## config.mk

```make
export PLATFORM = sky130hd
export DESIGN_NAME = al422_bam_row_scheduler
export DESIGN_NICKNAME = d
export VERILOG_FILES = /design/src/rtl/al422_bam_pkg.sv /design/src/rtl/al422_bam_index_counter.sv /design/src/rtl/al422_bam_row_scheduler.sv
export SDC_FILE = /design/constraint.sdc
export NUM_CORES = 1
export LEC_CHECK = 0
export BUFFER_PORTS_ARGS = -buffer_cell sky130_fd_sc_hd__buf_2
export CAP_MARGIN = 20
export CORE_UTILIZATION = 56
export CTS_CLUSTER_SIZE = 30
export DETAILED_ROUTE_END_ITERATION = 10
export PLACE_DENSITY = 0.95
export SYNTH_ARGS = -nofsm -noshare
export SYNTH_HDL_FRONTEND = slang
export SYNTH_SLANG_ARGS = --single-unit
```

## constraint.sdc

```tcl
create_clock -name in_clk -period 3.8 [get_ports in_clk]
set_input_delay 0.76 -clock in_clk [delete_from_list [all_inputs] [get_ports in_clk]]
set_output_delay 0.76 -clock in_clk [all_outputs]
set_load 0.01 [all_outputs]
```

## src/rtl/al422_bam_pkg.sv

```systemverilog
// -----------------------------------------------------------------------------
// al422_bam_pkg
// Shared types and helpers for the BAM row scheduler:
//   bam_sched_state_t  - scheduler FSM state encoding
//   BAM_MIN_DURATION   - smallest OE pulse length ever issued
//   bam_plane_duration - plane-weighted, brightness-scaled OE pulse length
// -----------------------------------------------------------------------------
package al422_bam_pkg;

   typedef enum logic [2:0] {
      IDLE,
      LOAD_REQ,
      LOAD_SETTLE,
      LOAD_WAIT,
      OE_WAIT,
      LATCH,
      FIRE,
      DRAIN
   } bam_sched_state_t;

   // A zero duration would make the OE processor run a full 256-tick pulse,
   // so the scheduler never issues anything shorter than this.
   localparam logic [7:0] BAM_MIN_DURATION = 8'd1;

   // duration = (brightness * 2^plane) >> (bitplanes-1), floored at 1.
   // With plane <= bitplanes-1 the shifted result always fits in 8 bits.
   function automatic logic [7:0] bam_plane_duration(
      input logic [7:0]  brightness,
      input logic [2:0]  plane,
      input int unsigned bitplanes
   );
      logic [15:0] p;
      logic [7:0]  d;
      p = {8'h00, brightness} << plane;
      d = 8'(p >> (bitplanes - 1));
      return (d == 8'd0) ? BAM_MIN_DURATION : d;
   endfunction

endpackage

```

## src/rtl/al422_bam_index_counter.sv

```systemverilog
// -----------------------------------------------------------------------------
// al422_bam_index_counter
// Row x bit-plane load index. Plane counts fastest; row steps when the plane
// wraps; the whole index wraps to (0,0) after (ROWS-1, BITPLANES-1).
// Ports:
//   in_clk, in_rst - clock, synchronous active-high reset
//   clear          - force index to (0,0)
//   advance        - step to the next index
//   row, plane     - current index (registered)
//   frame_wrap     - high while the index is the last of a frame
// -----------------------------------------------------------------------------
module al422_bam_index_counter
   import al422_bam_pkg::*;
#(
   parameter int ROWS      = 16,
   parameter int BITPLANES = 8,
   parameter int ROW_W     = $clog2(ROWS),
   parameter int PLANE_W   = (BITPLANES > 1) ? $clog2(BITPLANES) : 1
) (
   input  logic               in_clk,
   input  logic               in_rst,
   input  logic               clear,
   input  logic               advance,
   output logic [ROW_W-1:0]   row,
   output logic [PLANE_W-1:0] plane,
   output logic               frame_wrap
);

   localparam logic [ROW_W-1:0]   ROW_LAST   = ROW_W'(ROWS - 1);
   localparam logic [PLANE_W-1:0] PLANE_LAST = PLANE_W'(BITPLANES - 1);

   logic [ROW_W-1:0]   row_reg;
   logic [PLANE_W-1:0] plane_reg;
   logic               row_last;
   logic               plane_last;

   assign row_last   = (row_reg == ROW_LAST);
   assign plane_last = (plane_reg == PLANE_LAST);
   assign frame_wrap = row_last && plane_last;
   assign row        = row_reg;
   assign plane      = plane_reg;

   always_ff @(posedge in_clk) begin
      if (in_rst || clear) begin
         row_reg   <= '0;
         plane_reg <= '0;
      end else if (advance) begin
         if (plane_last) begin
            plane_reg <= '0;
            row_reg   <= row_last ? '0 : row_reg + ROW_W'(1);
         end else begin
            plane_reg <= plane_reg + PLANE_W'(1);
         end
      end
   end

endmodule

```

## src/rtl/al422_bam_row_scheduler.sv

```systemverilog
// -----------------------------------------------------------------------------
// al422_bam_row_scheduler
// Sequences one BAM refresh: for every row x plane index it requests the
// shift loader, waits for the loader and the previous OE pulse, latches and
// switches the row, then fires an OE pulse of plane-weighted length. The next
// load is requested right after the fire so loading overlaps the OE pulse.
// Ports:
//   in_clk, in_rst         - clock, synchronous active-high reset
//   enable                 - run scanning while high
//   brightness             - global brightness, sampled when the pulse fires
//   load_start/row/plane   - loader request and index to load
//   load_busy              - loader busy
//   latch, row_addr        - LAT pulse and displayed row address
//   oe_start, oe_duration  - OE processor start and pulse length
//   oe_busy                - OE processor busy
//   frame_done             - pulse with the fire of the last index of a frame
// -----------------------------------------------------------------------------
module al422_bam_row_scheduler
   import al422_bam_pkg::*;
#(
   parameter int ROWS      = 16,
   parameter int BITPLANES = 8,
   parameter int ROW_W     = $clog2(ROWS),
   parameter int PLANE_W   = (BITPLANES > 1) ? $clog2(BITPLANES) : 1
) (
   input  logic               in_clk,
   input  logic               in_rst,
   input  logic               enable,
   input  logic [7:0]         brightness,
   output logic               load_start,
   output logic [ROW_W-1:0]   load_row,
   output logic [PLANE_W-1:0] load_plane,
   input  logic               load_busy,
   output logic               latch,
   output logic [ROW_W-1:0]   row_addr,
   output logic               oe_start,
   output logic [7:0]         oe_duration,
   input  logic               oe_busy,
   output logic               frame_done
);

   bam_sched_state_t   state_reg;
   logic               load_start_reg;
   logic               latch_reg;
   logic               oe_start_reg;
   logic               frame_done_reg;
   logic [ROW_W-1:0]   row_addr_reg;
   logic [PLANE_W-1:0] display_plane_reg;
   logic [7:0]         oe_duration_reg;
   // High the cycle after FIRE: the OE processor has not yet raised busy.
   logic               oe_guard_reg;
   logic               oe_ready;
   logic               frame_wrap;

   assign oe_ready = !oe_busy && !oe_guard_reg;

   al422_bam_index_counter #(
      .ROWS      (ROWS),
      .BITPLANES (BITPLANES),
      .ROW_W     (ROW_W),
      .PLANE_W   (PLANE_W)
   ) u_index (
      .in_clk     (in_clk),
      .in_rst     (in_rst),
      .clear      (state_reg == IDLE),
      .advance    (state_reg == FIRE),
      .row        (load_row),
      .plane      (load_plane),
      .frame_wrap (frame_wrap)
   );

   always_ff @(posedge in_clk) begin
      if (in_rst) begin
         state_reg         <= IDLE;
         load_start_reg    <= 1'b0;
         latch_reg         <= 1'b0;
         oe_start_reg      <= 1'b0;
         frame_done_reg    <= 1'b0;
         row_addr_reg      <= '0;
         display_plane_reg <= '0;
         oe_duration_reg   <= BAM_MIN_DURATION;
         oe_guard_reg      <= 1'b0;
      end else begin
         load_start_reg <= 1'b0;
         latch_reg      <= 1'b0;
         oe_start_reg   <= 1'b0;
         frame_done_reg <= 1'b0;
         oe_guard_reg   <= (state_reg == FIRE);

         // Pulse outputs are registered on entry, so each one is high exactly
         // while the FSM sits in the state it belongs to.
         case (state_reg)
            IDLE: begin
               if (enable) begin
                  state_reg      <= LOAD_REQ;
                  load_start_reg <= 1'b1;
               end
            end
            LOAD_REQ:    state_reg <= LOAD_SETTLE;
            // Loader raises busy one cycle late; do not look at it yet.
            LOAD_SETTLE: state_reg <= LOAD_WAIT;
            // Loader done is honoured first; if the OE side is already free
            // in the same cycle the latch follows directly.
            LOAD_WAIT: begin
               if (!load_busy) begin
                  if (oe_ready) begin
                     state_reg         <= LATCH;
                     latch_reg         <= 1'b1;
                     row_addr_reg      <= load_row;
                     display_plane_reg <= load_plane;
                  end else begin
                     state_reg <= OE_WAIT;
                  end
               end
            end
            OE_WAIT: begin
               if (oe_ready) begin
                  state_reg         <= LATCH;
                  latch_reg         <= 1'b1;
                  row_addr_reg      <= load_row;
                  display_plane_reg <= load_plane;
               end
            end
            LATCH: begin
               state_reg       <= FIRE;
               oe_start_reg    <= 1'b1;
               oe_duration_reg <= bam_plane_duration(brightness, 3'(display_plane_reg),
                                                     BITPLANES);
               frame_done_reg  <= frame_wrap;
            end
            FIRE: begin
               if (enable) begin
                  state_reg      <= LOAD_REQ;
                  load_start_reg <= 1'b1;
               end else begin
                  state_reg <= DRAIN;
               end
            end
            DRAIN: begin
               if (oe_ready) state_reg <= IDLE;
            end
            default: state_reg <= IDLE;
         endcase
      end
   end

   assign load_start  = load_start_reg;
   assign latch       = latch_reg;
   assign row_addr    = row_addr_reg;
   assign oe_start    = oe_start_reg;
   assign oe_duration = oe_duration_reg;
   assign frame_done  = frame_done_reg;

endmodule

```

# ---- Word-level counts from Yosys, hierarchy flattened
# Cells that the tools add are included.
dict set report word_totals {
  regBits 30
  out_inout_bits 23
  word_cells 64
}
dict set report op_classes {
  add_sub_neg 2
  eq_ne 13
  shift 1
  n_mux 21
  bitwise_logic 2
  n_reduce_logical 14
}
# op count
set op_table {}
lappend op_table {{$mux 3} 8}
lappend op_table {{$pmux 3 s8} 1}
lappend op_table {{$eq 3x3->1 const B} 5}
lappend op_table {{$shl 8x3->15} 1}
lappend op_table {{$mux 4} 3}
lappend op_table {{$logic_not 8->1} 1}
lappend op_table {{$mux 8} 1}
lappend op_table {{$ne 2x2->1 const B} 4}
lappend op_table {{$pmux 4 s2} 1}
lappend op_table {{$eq 3x2->1 const B} 2}
lappend op_table {{$pmux 3 s2} 1}
lappend op_table {{$reduce_or 2->1} 3}
lappend op_table {{$mux 1} 5}
lappend op_table {{$add 4x1->4 const B} 1}
lappend op_table {{$eq 4x4->1 const B} 1}
lappend op_table {{$reduce_and 2->1} 2}
lappend op_table {{$reduce_and 4->1} 1}
lappend op_table {{$add 3x1->3 const B} 1}
lappend op_table {{$eq 3x1->1 const B} 1}
lappend op_table {{$logic_not 3->1} 1}
lappend op_table {{$logic_and 1x1->1} 2}
lappend op_table {{$logic_not 1->1} 2}
lappend op_table {{$not 1->1} 2}
lappend op_table {{$pmux 1 s2} 1}
lappend op_table {{2 further kinds} 2}

# ---- Depth between registers and ports, before layout
dict set report logic_depth {
  word_depth 5
  mapped_depth 7
}

# ---- Modules after synthesis
# A second synthesis with hierarchy kept.
dict set report unflattened {
  cells_unflattened 167
  hier_area_um2 1566.5
}
# module instances cells_per_inst area_each_um2 seq_area_each_um2
set by_module_without_submodules {}
lappend by_module_without_submodules {al422_bam_row_scheduler 1 129 1222.4 460.4}
lappend by_module_without_submodules {al422_bam_index_counter 1 38 344.1 140.1}

# ---- Worst setup path before layout
# Ideal clock, no wire load.
dict set report synth_path {
  kind {in2reg}
  startpoint {in oe_busy}
  endpoint {reg state_reg[0]}
  setup_time_ns 0.132
  arrival_ns 1.555
  path_slack_ns 2.114
  cell_stages 4
  n_path_buf 0
  path_cell_list {nor2_1 > mux2_2 > a21oi_1 > nor3_1}
}
dict set report synth_between {
  elab_chain_len 5
}
# element line_no
set synth_lines {}
lappend synth_lines {{from (decl)} al422_bam_row_scheduler.sv:38} ;# input logic oe_busy,
lappend synth_lines {{$logic_not 1->1 (*)} al422_bam_row_scheduler.sv:55} ;# assign oe_ready = !oe_busy && !oe_guard_reg;
lappend synth_lines {{$logic_and 1x1->1 (*)} al422_bam_row_scheduler.sv:55}
lappend synth_lines {{$mux 1} al422_bam_row_scheduler.sv:106} ;# if (oe_ready) begin
lappend synth_lines {{$mux 3} al422_bam_row_scheduler.sv:105} ;# if (!load_busy) begin
lappend synth_lines {{$pmux 3 s8} al422_bam_row_scheduler.sv:92} ;# case (state_reg)
lappend synth_lines {{to (signal assigned)} al422_bam_row_scheduler.sv:95} ;# state_reg <= LOAD_REQ;
lappend synth_lines {{to (signal assigned)} al422_bam_row_scheduler.sv:107} ;# state_reg <= LATCH;
lappend synth_lines {{to (signal assigned)} al422_bam_row_scheduler.sv:112} ;# state_reg <= OE_WAIT;
lappend synth_lines {{to (decl)} al422_bam_row_scheduler.sv:42} ;# bam_sched_state_t state_reg;
# Mark *: on every way between the ends. The rest lies on a longest branch, timed or not. The select of a mux whose other input is x is not followed.
# A chain may end at the register's enable or synchronous reset.

# ---- Worst setup path after layout
dict set report layout_path {
  startpoint {reg state_reg[2]}
  endpoint {reg row_addr_reg[0] (netlist: row_addr[0])}
}
dict set report layout_between {
  elab_chain_len 3
}
# element line_no
set layout_lines {}
lappend layout_lines {{from (signal assigned)} al422_bam_row_scheduler.sv:74} ;# state_reg <= IDLE;
lappend layout_lines {{from (signal assigned)} al422_bam_row_scheduler.sv:95}
lappend layout_lines {{from (signal assigned)} al422_bam_row_scheduler.sv:99} ;# LOAD_REQ: state_reg <= LOAD_SETTLE;
lappend layout_lines {{$eq 3x2->1 / $eq 3x3->1 (equally long branches)} al422_bam_row_scheduler.sv:92}
lappend layout_lines {{$ne 2x2->1 (no source line) / $reduce_bool 2->1 (equally long branches)} --}
lappend layout_lines {{$reduce_and 2->1 (no source line)} --}
lappend layout_lines {{to (signal assigned)} al422_bam_row_scheduler.sv:109} ;# row_addr_reg <= load_row;
lappend layout_lines {{to (signal assigned)} al422_bam_row_scheduler.sv:120} ;# row_addr_reg <= load_row;
lappend layout_lines {{to (decl)} al422_bam_row_scheduler.sv:47} ;# logic [ROW_W-1:0] row_addr_reg;
# Several ways; a longest one is shown, not always the timed one.

==> flow_summary.yaml <==
run_status:
  run_status: "complete, no violations"
clock_tree:
  cts_hold_repair.buffers: 0
  clk_transition_reported_paths_ns: 0.09
  cts.sink_count: 30
  cts-root-to-sink-buffers: 2
  cts.repair_timing.setup_buffer_count: 0
  inserted_clock_buffers: 5
  cts.repair.resized: 0
  cts_htree_levels: 2
  cts-root-buf: "sky130_fd_sc_hd__clkbuf_4"
  tritoncts: "built"
  clk_latency_ns: 0.32
synth:
  netlist.top_cell.by_area: "sky130_fd_sc_hd__dfxtp_1"
  async_flop_share_pct: 0
  postSynthNetCount: 200
  synth.avg_cell_area_um2: 8.28
  synth_area_um2: 1520
  synth_cell_types: 43
  synth.top_cell.area_share_pct: 39.4
  synth_top_cells_by_count: "sky130_fd_sc_hd__dfxtp_1, sky130_fd_sc_hd__nor2_1, sky130_fd_sc_hd__nand2_1"
  most_used_dff_post_synth: "sky130_fd_sc_hd__dfxtp_1"
  ys_top_cells_by_area: "sky130_fd_sc_hd__dfxtp_1, sky130_fd_sc_hd__mux2i_1, sky130_fd_sc_hd__nor2_1"
  ys_seq_area_share_pct: 39.4
  yosysMostFrequentCell: "sky130_fd_sc_hd__dfxtp_1"
  synthesized_instance_count: 184
  yosys_register_bits: 30
  ys.warnings.count: 0
  synth_edf_count: 0
floorplanning:
  floorplan.core_area_um2: 2520
  die_y_um: 54.2
  chipWidth_um: 54.2
  floorplan.initialDensity_pct: 60.4
  core.rowCount: 18
  io_pins: 36
  die_area_um2: 2930
drt:
  avgViaCountPerCell: 5.70
  drt_drc_violations_left: 0
  total_vias_in_the_final_route: 1391
  drtIter0Drc: 33
  drt_wl_total_um: 3030
  first_pass_iters: 4
  post_drt_wl_per_cell_um: 12.4
  detail-route-antenna-nets: 0
pwr:
  power.net_switching_mw: 0.137
  power.static_leakage_nw: 0.746
  power.share.switching_pct: 25.0
  proportion_of_power_drawn_by_flip_flops_and_latches_pct: 59.6
  maximum_vdd_ir_drop_uv: 349
  power_density_nw_per_um2: 317
  fraction_of_power_consumed_by_the_clock_network_pct: 30.9
  pwr-share-comb_pct: 9.5
  p_int_mw: 0.410
sta:
  timing.final.hold_violations: 0
  worst_clock_skew_ns: 0.00711
  final-setup-viol-count: 0
  hold_slack_ns: 0.455
  setup-tns-final_ns: 0
  rsz0062_at_grt: "no"
  clock.fmax_ghz: 0.554
  worst_pin_slew_ns: 0.590
  post-route-min-period_ns: 1.80
  final_critical_path_setup_slack_ns: 2.00
  final.period_utilization_pct: 47.5
  report.final.slew_viol_count: 0
  slew-limit-headroom_pct: 60.6
setup_path:
  critical_path_buf_inv_count: 0
  crit_slowest_cell: "sky130_fd_sc_hd__dfxtp_1"
  worst_setup_path_start_kind: "flip-flop"
  worstPathRequired_ns: 3.98
  critical_path.max_fanout: 18
  worst_path_largest_cell_delay_ns: 0.69
  timing_worst_setup_path_type: "flip-flop to flip-flop"
  critical_path.endpoint_type: "flip-flop"
  worst_path_dominant_cell_family: "flip-flops"
  critical_path.cell_chain: "or2b_1, nor3_2, o21ai_4, mux2i_1, nor2_1"
  worst_endpoint_data_arrival_time_ns: 1.99
final_layout:
  nets_finish: 230
  drive_above_1_share_pct: 22.0
  n_antenna_cell: 0
  layout-area-overhead-vs-synth_pct: 13.0
  largest_register_ffs: 8
global_routing:
  track_usage_pct: 23.8
  first_global_vias: 1100
  antenna_found_initial: 0
  wire_length_of_the_first_global_routing_pass_um: 4850
  grt_max_degree: 29
  grt_overflow: 0
worst_hold_path:
  hold_path_class: "flip-flop to flip-flop"
place:
  hpwlAfterDp_um: 2100
  place.port_buffers: 35
  gpl.final_weighted_congestion: 0.902
  pre_cts_ws_ns: 1.94
job:
  max_cap_viol_count: 0
-- cell type report --
class | instances | area, µm²
repair buffers | 35 | 175
fillers | 220 | 801
multi-input cells | 137 | 845
inverters | 5 | 18.8
flip-flops and latches | 30 | 601
clock buffers | 7 | 45.0
well taps | 30 | 37.5
-- per-stage QoR --
step                      util [%]  total power [mW]  cell area [µm²]  cells
after floorplan                  -             0.369             1520    184
after CTS                     68.3             0.553             1720    244
after global placement        66.5             0.384             1680    237
final                         68.3             0.547             1720    244
after global routing          68.3             0.572             1720    244
after detailed placement      66.5             0.384             1680    237
-- power by group through the flow --
stage | Sequential, mW | Combinational (mW) | Clock (mW)
final | 0.326 | 0.0517 | 0.169
after global routing | 0.327 | 0.0590 | 0.186
after global placement | 0.333 | 0.0506 | 0
after detailed placement | 0.333 | 0.0511 | 0
after CTS | 0.326 | 0.0515 | 0.175
after floorplan | 0.329 | 0.0403 | 0
-- placed cells by master (no fill, tap or decap), drive strengths merged, types with 3 or more instances in the layout --
cell type,n
a21oi,13
a22oi,4
a311oi,3
buf,35
clkbuf,7
dfxtp,30
ha,3
inv,5
mux2,3
mux2i,12
nand2,18
nand2b,4
nand3,5
nand4,4
nor2,27
nor3,7
o21ai,11
-- logic make-up (layout without fill, tap and decap cells) --
logic type      after synthesis  count (layout)  synth area share (%)
mux                          15              15                  10.1
xor+xnor                      2               2                  1.15
simple gates                 75              75                  23.4
buf+inv                      17              47                  5.17
compound gates               42              42                  18.3
flops                        30              30                  39.4
fa+ha+maj                     3               3                  2.46
-- worst paths after layout --
path,depth (start not counted),start,to,slack (ns)
worst min register to register,2,oe_duration[5],oe_duration[5],0.46
worst max-delay path,5,state_reg[2],row_addr[0],2.00
worst max register to register,5,state_reg[2],row_addr[0],2.00
worst min-delay path,2,oe_duration[5],oe_duration[5],0.46
-- layer usage --
metal,GRT usage [%],up-vias,share of wire (%)
met2,35.8,49,46
met3,7.63,4,6.1
met4,8.97,0,1.4
met5,0,-,0
li1,-,713,-
met1,31.6,625,47
-- worst min-delay path, stage by stage (launching register included) --
cell and delay, ns:
sky130_fd_sc_hd__dfxtp_1 0.32, sky130_fd_sc_hd__nand2_1 0.05, sky130_fd_sc_hd__a21oi_1 0.05
(Power assumes the default switching activity.)
